File: config.mk
export PLATFORM = sky130hd
export DESIGN_NAME = seg_scan_controller_flat
export DESIGN_NICKNAME = d
export VERILOG_FILES = /design/src/rtl/seg_scan_if.sv /design/src/rtl/seg_scan_controller.sv /design/src/flat_wrapper.sv
export SDC_FILE = /design/constraint.sdc
export NUM_CORES = 1
export LEC_CHECK = 0
export ABC_CLOCK_PERIOD_IN_PS = 3600
export CAP_MARGIN = 0
export CORE_MARGIN = 2
export CORE_UTILIZATION = 30
export CTS_BUF_LIST = sky130_fd_sc_hd__clkbuf_4 sky130_fd_sc_hd__clkbuf_8
export CTS_CLUSTER_SIZE = 28
export DETAILED_ROUTE_END_ITERATION = 10
export PLACE_DENSITY = 0.45
export SYNTH_ARGS = -nofsm -noshare
export SYNTH_HDL_FRONTEND = slang
export SYNTH_SLANG_ARGS = --single-unit
File: constraint.sdc
create_clock -name clk -period 3.6 [get_ports clk]
set_input_delay 0.36 -clock clk [delete_from_list [all_inputs] [get_ports clk]]
set_output_delay 0.36 -clock clk [all_outputs]
set_load 0.01 [all_outputs]
File: src/rtl/seg_scan_if.sv
// Display-side bundle for the 2-digit seven-segment scan controller.
// The value source drives bin_in/load; the display consumes an/seg/frame_done.
interface seg_scan_if;
  logic [3:0] bin_in;
  logic       load;
  logic [1:0] an;
  logic [6:0] seg;
  logic       frame_done;

  modport master (
    output bin_in,
    output load,
    input  an,
    input  seg,
    input  frame_done
  );

  modport slave (
    input  bin_in,
    input  load,
    output an,
    output seg,
    output frame_done
  );
endinterface

File: src/rtl/seg_scan_controller.sv
// Two-digit time-multiplexed 7-segment scanner for a 0..15 value.
// The displayed value only changes at frame boundaries, so a frame never tears.
module seg_scan_controller #(
  parameter int DIV_CNT       = 50000,
  parameter int DEAD_CYC      = 1,
  parameter int ANODE_ACT_LOW = 1,
  parameter int BLANK_LEADING = 1
) (
  input  logic      clk,
  input  logic      rst,
  seg_scan_if.slave bus
);

  localparam int CW = (DIV_CNT > 2) ? $clog2(DIV_CNT) : 1;
  localparam logic [CW-1:0] CNT_LAST = CW'(DIV_CNT - 1);
  localparam logic [CW-1:0] CNT_DEAD = CW'(DEAD_CYC);

  localparam logic [1:0] AN_OFF = (ANODE_ACT_LOW != 0) ? 2'b11 : 2'b00;
  localparam logic [1:0] AN_U   = (ANODE_ACT_LOW != 0) ? 2'b10 : 2'b01;
  localparam logic [1:0] AN_T   = (ANODE_ACT_LOW != 0) ? 2'b01 : 2'b10;
  localparam logic [6:0] SEG_OFF = 7'h7F;

  typedef enum logic [1:0] {
    S_IDLE,
    S_UNITS,
    S_TENS
  } state_t;

  state_t        state;
  state_t        nxt;
  logic [CW-1:0] cnt;
  logic          term;
  logic          dead;
  logic          boundary;

  logic [3:0] pending;
  logic       pend_vld;
  logic [3:0] shown;
  logic       tens;
  logic [3:0] units;

  logic [1:0] an_d;
  logic [6:0] seg_d;
  logic       fd_d;

  function automatic logic [6:0] enc(input logic [3:0] d);
    logic [6:0] s;
    s = SEG_OFF;
    unique case (d)
      4'd0:    s = 7'b1000000;
      4'd1:    s = 7'b1111001;
      4'd2:    s = 7'b0100100;
      4'd3:    s = 7'b0110000;
      4'd4:    s = 7'b0011001;
      4'd5:    s = 7'b0010010;
      4'd6:    s = 7'b0000010;
      4'd7:    s = 7'b1111000;
      4'd8:    s = 7'b0000000;
      4'd9:    s = 7'b0010000;
      default: s = SEG_OFF;
    endcase
    return s;
  endfunction

  assign term     = (cnt == CNT_LAST);
  assign dead     = (cnt < CNT_DEAD);
  assign boundary = (state == S_IDLE) ||
                    ((state == S_TENS) && term);

  assign tens  = (shown >= 4'd10);
  assign units = tens ? shown - 4'd10 : shown;

  always_ff @(posedge clk) begin
    if (rst) begin
      state <= S_IDLE;
      cnt   <= '0;
    end else begin
      state <= nxt;
      cnt   <= (nxt != state) ? '0 : cnt + 1'b1;
    end
  end

  always_comb begin
    nxt = state;
    unique case (state)
      S_IDLE:  nxt = S_UNITS;
      S_UNITS: if (term) nxt = S_TENS;
      S_TENS:  if (term) nxt = S_UNITS;
      default: nxt = S_IDLE;
    endcase
  end

  // A load coinciding with the boundary bypasses pending entirely.
  always_ff @(posedge clk) begin
    if (rst) begin
      pending  <= 4'd0;
      pend_vld <= 1'b0;
      shown    <= 4'd0;
    end else if (boundary) begin
      pend_vld <= 1'b0;
      if (bus.load)
        shown <= bus.bin_in;
      else if (pend_vld)
        shown <= pending;
    end else if (bus.load) begin
      pending  <= bus.bin_in;
      pend_vld <= 1'b1;
    end
  end

  always_comb begin
    an_d  = AN_OFF;
    seg_d = SEG_OFF;
    fd_d  = 1'b0;
    unique case (state)
      S_UNITS: begin
        if (!dead) begin
          an_d  = AN_U;
          seg_d = enc(units);
        end
      end
      S_TENS: begin
        fd_d = term;
        if (!dead && !((BLANK_LEADING != 0) && !tens)) begin
          an_d  = AN_T;
          seg_d = enc({3'b000, tens});
        end
      end
      default: begin
        an_d  = AN_OFF;
        seg_d = SEG_OFF;
      end
    endcase
  end

  always_ff @(posedge clk) begin
    if (rst) begin
      bus.an         <= AN_OFF;
      bus.seg        <= SEG_OFF;
      bus.frame_done <= 1'b0;
    end else begin
      bus.an         <= an_d;
      bus.seg        <= seg_d;
      bus.frame_done <= fd_d;
    end
  end

endmodule

File: src/flat_wrapper.sv
// flat-port wrapper written by rule: the top's interface ports become plain ports
module seg_scan_controller_flat 
#(
  parameter int DIV_CNT       = 50000,
  parameter int DEAD_CYC      = 1,
  parameter int ANODE_ACT_LOW = 1,
  parameter int BLANK_LEADING = 1
)
  (clk, rst, bus_bin_in, bus_load, bus_an, bus_seg, bus_frame_done);
  seg_scan_if bus_i ();
  input  logic clk;
  input  logic rst;
  input wire logic [$bits(bus_i.bin_in)-1:0] bus_bin_in;
  input wire logic [$bits(bus_i.load)-1:0] bus_load;
  output wire logic [$bits(bus_i.an)-1:0] bus_an;
  output wire logic [$bits(bus_i.seg)-1:0] bus_seg;
  output wire logic [$bits(bus_i.frame_done)-1:0] bus_frame_done;
  assign bus_i.bin_in = bus_bin_in;
  assign bus_i.load = bus_load;
  assign bus_an = bus_i.an;
  assign bus_seg = bus_i.seg;
  assign bus_frame_done = bus_i.frame_done;
  seg_scan_controller #(.DIV_CNT(DIV_CNT), .DEAD_CYC(DEAD_CYC), .ANODE_ACT_LOW(ANODE_ACT_LOW), .BLANK_LEADING(BLANK_LEADING)) u_core (.clk(clk), .rst(rst), .bus(bus_i));
endmodule
# Word level (Yosys, flattened, before mapping)
# Memories as Yosys holds them, arrays and structs flattened.
# Index checks and enable logic that the tools add are counted.
[word_totals] regBits=37 latchBits=0 mem_bits_rw=0 mem_bits_ro=112 input_bits=7 output_inout_bits=10 wordCells=44 memories=1
[mem_list] name="(name not given)" depth=16 width=7 rd=1 rd_clocked_by_memory_dff=0 write_ports=0 line="seg_scan_controller.sv:49" rtl="unique case (d)"
[classes] n_addsub=2 n_mul=0 n_div=0 n_lt_le_gt_ge=2 eq_ne=4 shifts=0 mux=13 bitwise_logic=3 reduce_logical=11
[ops] op="$pmux 7 s2" count=2
[ops] op="$add 16x1->16 const B" count=1
[ops] op="$eq 16x16->1 const B" count=1
[ops] op="$lt 16x1->1 const B" count=1
[ops] op="$mux 7" count=2
[ops] op="$mux 4" count=3
[ops] op="$mux 2" count=3
[ops] op="$pmux 2 s3" count=1
[ops] op="$reduce_or 2->1" count=3
[ops] op="$ge 4x4->1 const B" count=1
[ops] op="$pmux 2 s2" count=1
[ops] op="$reduce_and 2->1" count=2
[ops] op="$sub 4x4->4 const B" count=1
[ops] op="$not 1->1" count=3
[ops] op="$eq 2x1->1 const B" count=1
[ops] op="$eq 2x2->1 const B" count=1
[ops] op="$logic_and 1x1->1" count=2
[ops] op="$logic_not 2->1" count=1
[ops] op="$ne 2x2->1" count=1
[ops] op="$reduce_bool 2->1" count=1
[ops] op="$logic_not 1->1" count=1
[ops] op="$logic_or 1x1->1" count=1
[ops] op="$mux 1" count=1

# Depth between registers and ports, before layout
[depth] depth_word=5 ltp_mapped=9 ltp_nobuf=8

# Least setup slack after synthesis
# Ideal clock, no wire load.
[synth_path] path_kind="reg2reg" from="register u_core.shown[2]" to="register u_core.bus.seg[0]" setup_ns=0.136 t_arrival_ns=1.901 required_ns=3.464 setup_slack_ns=1.564 path_stages_with_launch=9 n_path_buf=2 period_less_slack_ns=2.036 cell_sequence="dfxtp_1 > clkbuf_1 > inv_1 > ha_1 > clkbuf_1 > nand2_1 > and4b_1 > o21ai_0 > nand3_1"
[synth_between] elab_chain_len=5 elab_cells_between_ends=10 classes_between="1 x add/sub; 1 x order compare; 5 x mux; 1 x bitwise; 1 x reduce/logical; 1 x memory"
[synth_rtl] element="start: declaration" line="seg_scan_controller.sv:38" rtl="logic [3:0] shown;"
[synth_rtl] element="start signal: assignment" line="seg_scan_controller.sv:102" rtl="shown <= bus.bin_in;"
[synth_rtl] element="start signal: assignment" line="seg_scan_controller.sv:104" rtl="shown <= pending;"
[synth_rtl] element="$sub 4x4->4 or $ge 4x4->1 (tied branches)" line="seg_scan_controller.sv:71, seg_scan_controller.sv:70"
[synth_rtl] element="$mux 4 or $not 1->1 (tied branches)" line="seg_scan_controller.sv:71, seg_scan_controller.sv:49"
[synth_rtl] element="$mem_v2 16x7 or $pmux 7 s2 (tied branches)"
[synth_rtl] element="$mux 7, on equally long branches" line="seg_scan_controller.sv:117, seg_scan_controller.sv:124"
[synth_rtl] element="$pmux 7 s2 (*)" line="seg_scan_controller.sv:115" rtl="unique case (state)"
[synth_rtl] element="end signal: assignment" line="seg_scan_controller.sv:143" rtl="bus.seg <= seg_d;"
[synth_rtl] element="end: declaration" line="seg_scan_if.sv:22" rtl="output seg,"
# Every way passes the cells marked *; elsewhere a longest branch is shown, timed or not. The select of a mux whose other input is x is not followed.
# A chain may end at the register's enable or synchronous reset.

# Worst setup path after layout
[layout_path] from="register u_core.shown[2]" to="register u_core.bus.seg[3]"
# Same word-level chain as after synthesis.

==> metrics.cfg <==
[global_route]
antenna_found_initial = 0
grt-ovfl-total = 0
grt_max_degree = 21
grt.total_usage_pct = 12.7
grt_pass1_vias = 1532
grt_pass1_wl_mm = 7.39

[detailed_routing]
ant_nets = 0
first_pass_iters = 4
avgRoutedWirePerCell_um = 13.3
dr.first_iter.drc_count = 79
vias = 1647
via_per_inst = 5.08
drc_errors = 0
wirelength_mm = 4.30

[layout]
fill_cells = 665
drive_gt1_share_pct = 8.50
nets = 263
syn_to_final_growth_pct = 16.0
diodes = 0

[sta]
setup_viol = 0
max_slew_margin_pct = 55.6
skew_ps = 10.6
drv_slew = 0
period_needed_ps = 2160
rsz0062_at_grt = no
hold_violations = 0
period_share_pct = 60.0
max_slew.worst_pin.slew_ps = 664
fmax_ghz = 0.463
timing.hold.ws_ps = 468
setup_tns_ps = 0

[worst_setup_path]
cp_max_fo = 14
crit_family = flip-flops
startpoint_type = flop
worstPathCellList = inv_1 -> ha_1 -> nand2_1 -> and4b_1 -> o21ai_0 -> nand3_1
cp-end-kind = flop
path_buf_inv = 1
cp.arrival_ps = 2310
critical_path_required_ps = 3750
max_stage_delay_ps = 590
criticalPathCategory = reg2reg
crit_slowest_cell = dfxtp_1

[clocking]
cts_tree = yes
numCtsBuffers = 5
cts_root_buf = clkbuf_8
cts_buffer_depth = 2
htree_levels = 2
clk_pin_slew_ps = 70
postCtsHoldBufs = 0
cts_setup_buffers = 0
cts.repair.resized = 0
cts_sinks = 37
insertion_delay_ps = 290

[floorplanning]
dieArea_um2 = 7410
rows = 29
chipHeight_um = 86.1
core_um2 = 6420
start_util_pct = 31.5
pin_count = 17
fp.dieW_um = 86.1

[logic_synthesis]
synth_cell_type_count = 49
ys_seq_area_share_pct = 36.6
async_flop_share_pct = 0
ys_seq_elements = 37
synth_area_um2 = 2020
synthFlopType = dfxtp_1
synth_nets = 251
synth_warnings = 0
syn_area_per_cell_um2 = 8.64
synth_edf_count = 0
synthCells = 234

[power]
max-vdd-ir-drop_v = 0.000138
power_leakage_nw = 0.795
powerDensity_nw_per_um2 = 406

[placed_design]
routabilityCongestion = 0.849
io_buffers = 16
detailed_place_hpwl_mm = 3.15

[status]
status = completed

[hold_path]
hold_class = reg2reg

[job]
cap_violations = 0

worst register-to-register path, delay by kind of cell (launching register included):
family / cells / cell delay (ps)
adders and majority gates: 1 / 470
DFF: 1 / 590
buffers and inverters: 1 / 150
AOI/OAI and AO/OA: 1 / 350
and+or+nand+nor: 3 / 460
through the flow:
step,cell area [µm²],utilization (%),cells,power [mW],setup slack [ps]
floorplan,2020,-,234,0.545,1560
global placement,2230,34.7,316,0.588,1410
detailed placement,2230,34.7,316,0.585,1400
CTS,2350,36.5,324,0.968,1390
global route,2350,36.5,324,1.01,1200
finish,2350,36.5,324,0.954,1440
state kept, by name, indices dropped and copies added, names as in the netlist:
name and flops:
u_core.state 2, u_core.bus.seg 7, u_core.pending 4, u_core.pend_vld 1, u_core.bus.frame_done 1, u_core.cnt 16
u_core.bus.an 2, u_core.shown 4
metal layers:
metal | vias up | GRT usage [%] | routed length [µm]
met5 | - | 0 | 0
met4 | 0 | 4.76 | 43
met3 | 2 | 3.95 | 192
met2 | 31 | 18.0 | 1860
met1 | 755 | 18.0 | 2210
li1 | 859 | - | -
cell families after synthesis:
| group | share of synthesized area (%) |
|---|---|
| compound gates | 14.3 |
| flops | 36.6 |
| buf+inv | 5.20 |
| xor+xnor | 5.63 |
| fa+ha+maj | 6.19 |
| simple gates | 32.1 |
path summary, 6_finish.rpt:
kind	startpoint	end	slack (ps)	cells past startpoint
min	u_core.cnt[0]$_SDFF_PP0_	u_core.cnt[0]$_SDFF_PP0_	470	1
max	u_core.shown[2]$_SDFFE_PP0P_	u_core.bus.seg[3]$_SDFF_PP1_	1440	6
min reg2reg	u_core.cnt[0]$_SDFF_PP0_	u_core.cnt[0]$_SDFF_PP0_	470	1
max reg2reg	u_core.shown[2]$_SDFFE_PP0P_	u_core.bus.seg[3]$_SDFF_PP1_	1440	6
cell usage in the layout (no fill, tap or decap), types with 3 or more instances in the layout:
cell type | netlist | layout
nand3_1 | 12 | 12
or3_1 | 4 | 4
nor4_1 | 3 | 3
clkdlybuf4s50_1 | 0 | 16
nor2b_1 | 6 | 6
ha_1 | 10 | 10
nand4_1 | 6 | 6
dfxtp_1 | 37 | 37
clkbuf_8 | 0 | 6
o21ai_0 | 9 | 9
a211oi_1 | 3 | 3
nor2_1 | 21 | 21
o31ai_1 | 3 | 3
nand4b_1 | 4 | 4
nand2b_1 | 8 | 8
o22a_1 | 4 | 4
a21oi_1 | 6 | 6
xnor2_1 | 11 | 11
nor3_1 | 11 | 11
nor3b_1 | 6 | 6
inv_1 | 14 | 14
o21ai_1 | 3 | 3
nand2_1 | 11 | 11
where the power goes:
group | total [mW] | switching (mW) | internal [mW]
sequential | 0.444 | 0.0198 | 0.424
clock | 0.377 | 0.144 | 0.233
combinational | 0.132 | 0.0676 | 0.0644
layout make-up:
class | instances | area, µm² | area share [%]
clock buffers | 7 | 90.1 | 3.84
flip-flops and latches | 37 | 741 | 31.6
clock inverters | 1 | 30.0 | 1.28
well taps | 77 | 96.3 | 4.11
multi-input cells | 172 | 1180 | 50.1
repair buffers | 16 | 160 | 6.83
inverters | 14 | 52.6 | 2.24
synthesized netlist by cell type, drive strengths merged (2+ instances only):
cell type  number  area [µm²]
o21ai          13        68.8
nand4           6        37.5
nand2          11        41.3
xor2            2        17.5
a211oi          3        22.5
nand2b          8        50.1
ha             10         125
or2             2        12.5
nand4b          4        35.0
o22a            4        35.0
clkbuf          8        30.0
nor3           11        55.1
a21oi           6        30.0
and2            2        15.0
inv            14        52.6
nor4            5        61.3
nor3b           6        45.0
or3b            2        17.5
o22ai           2        12.5
nand3          12        60.1
xnor2          11        96.3
buf             3        22.5
dfxtp          37         741
nor2b           6        37.5
or4b            2        20.0
nor2           22        90.1
a2bb2oi         2        17.5
or4             2        18.8
o31ai           3        22.5
or3             4        25.0
(Power assumes the default switching activity.)
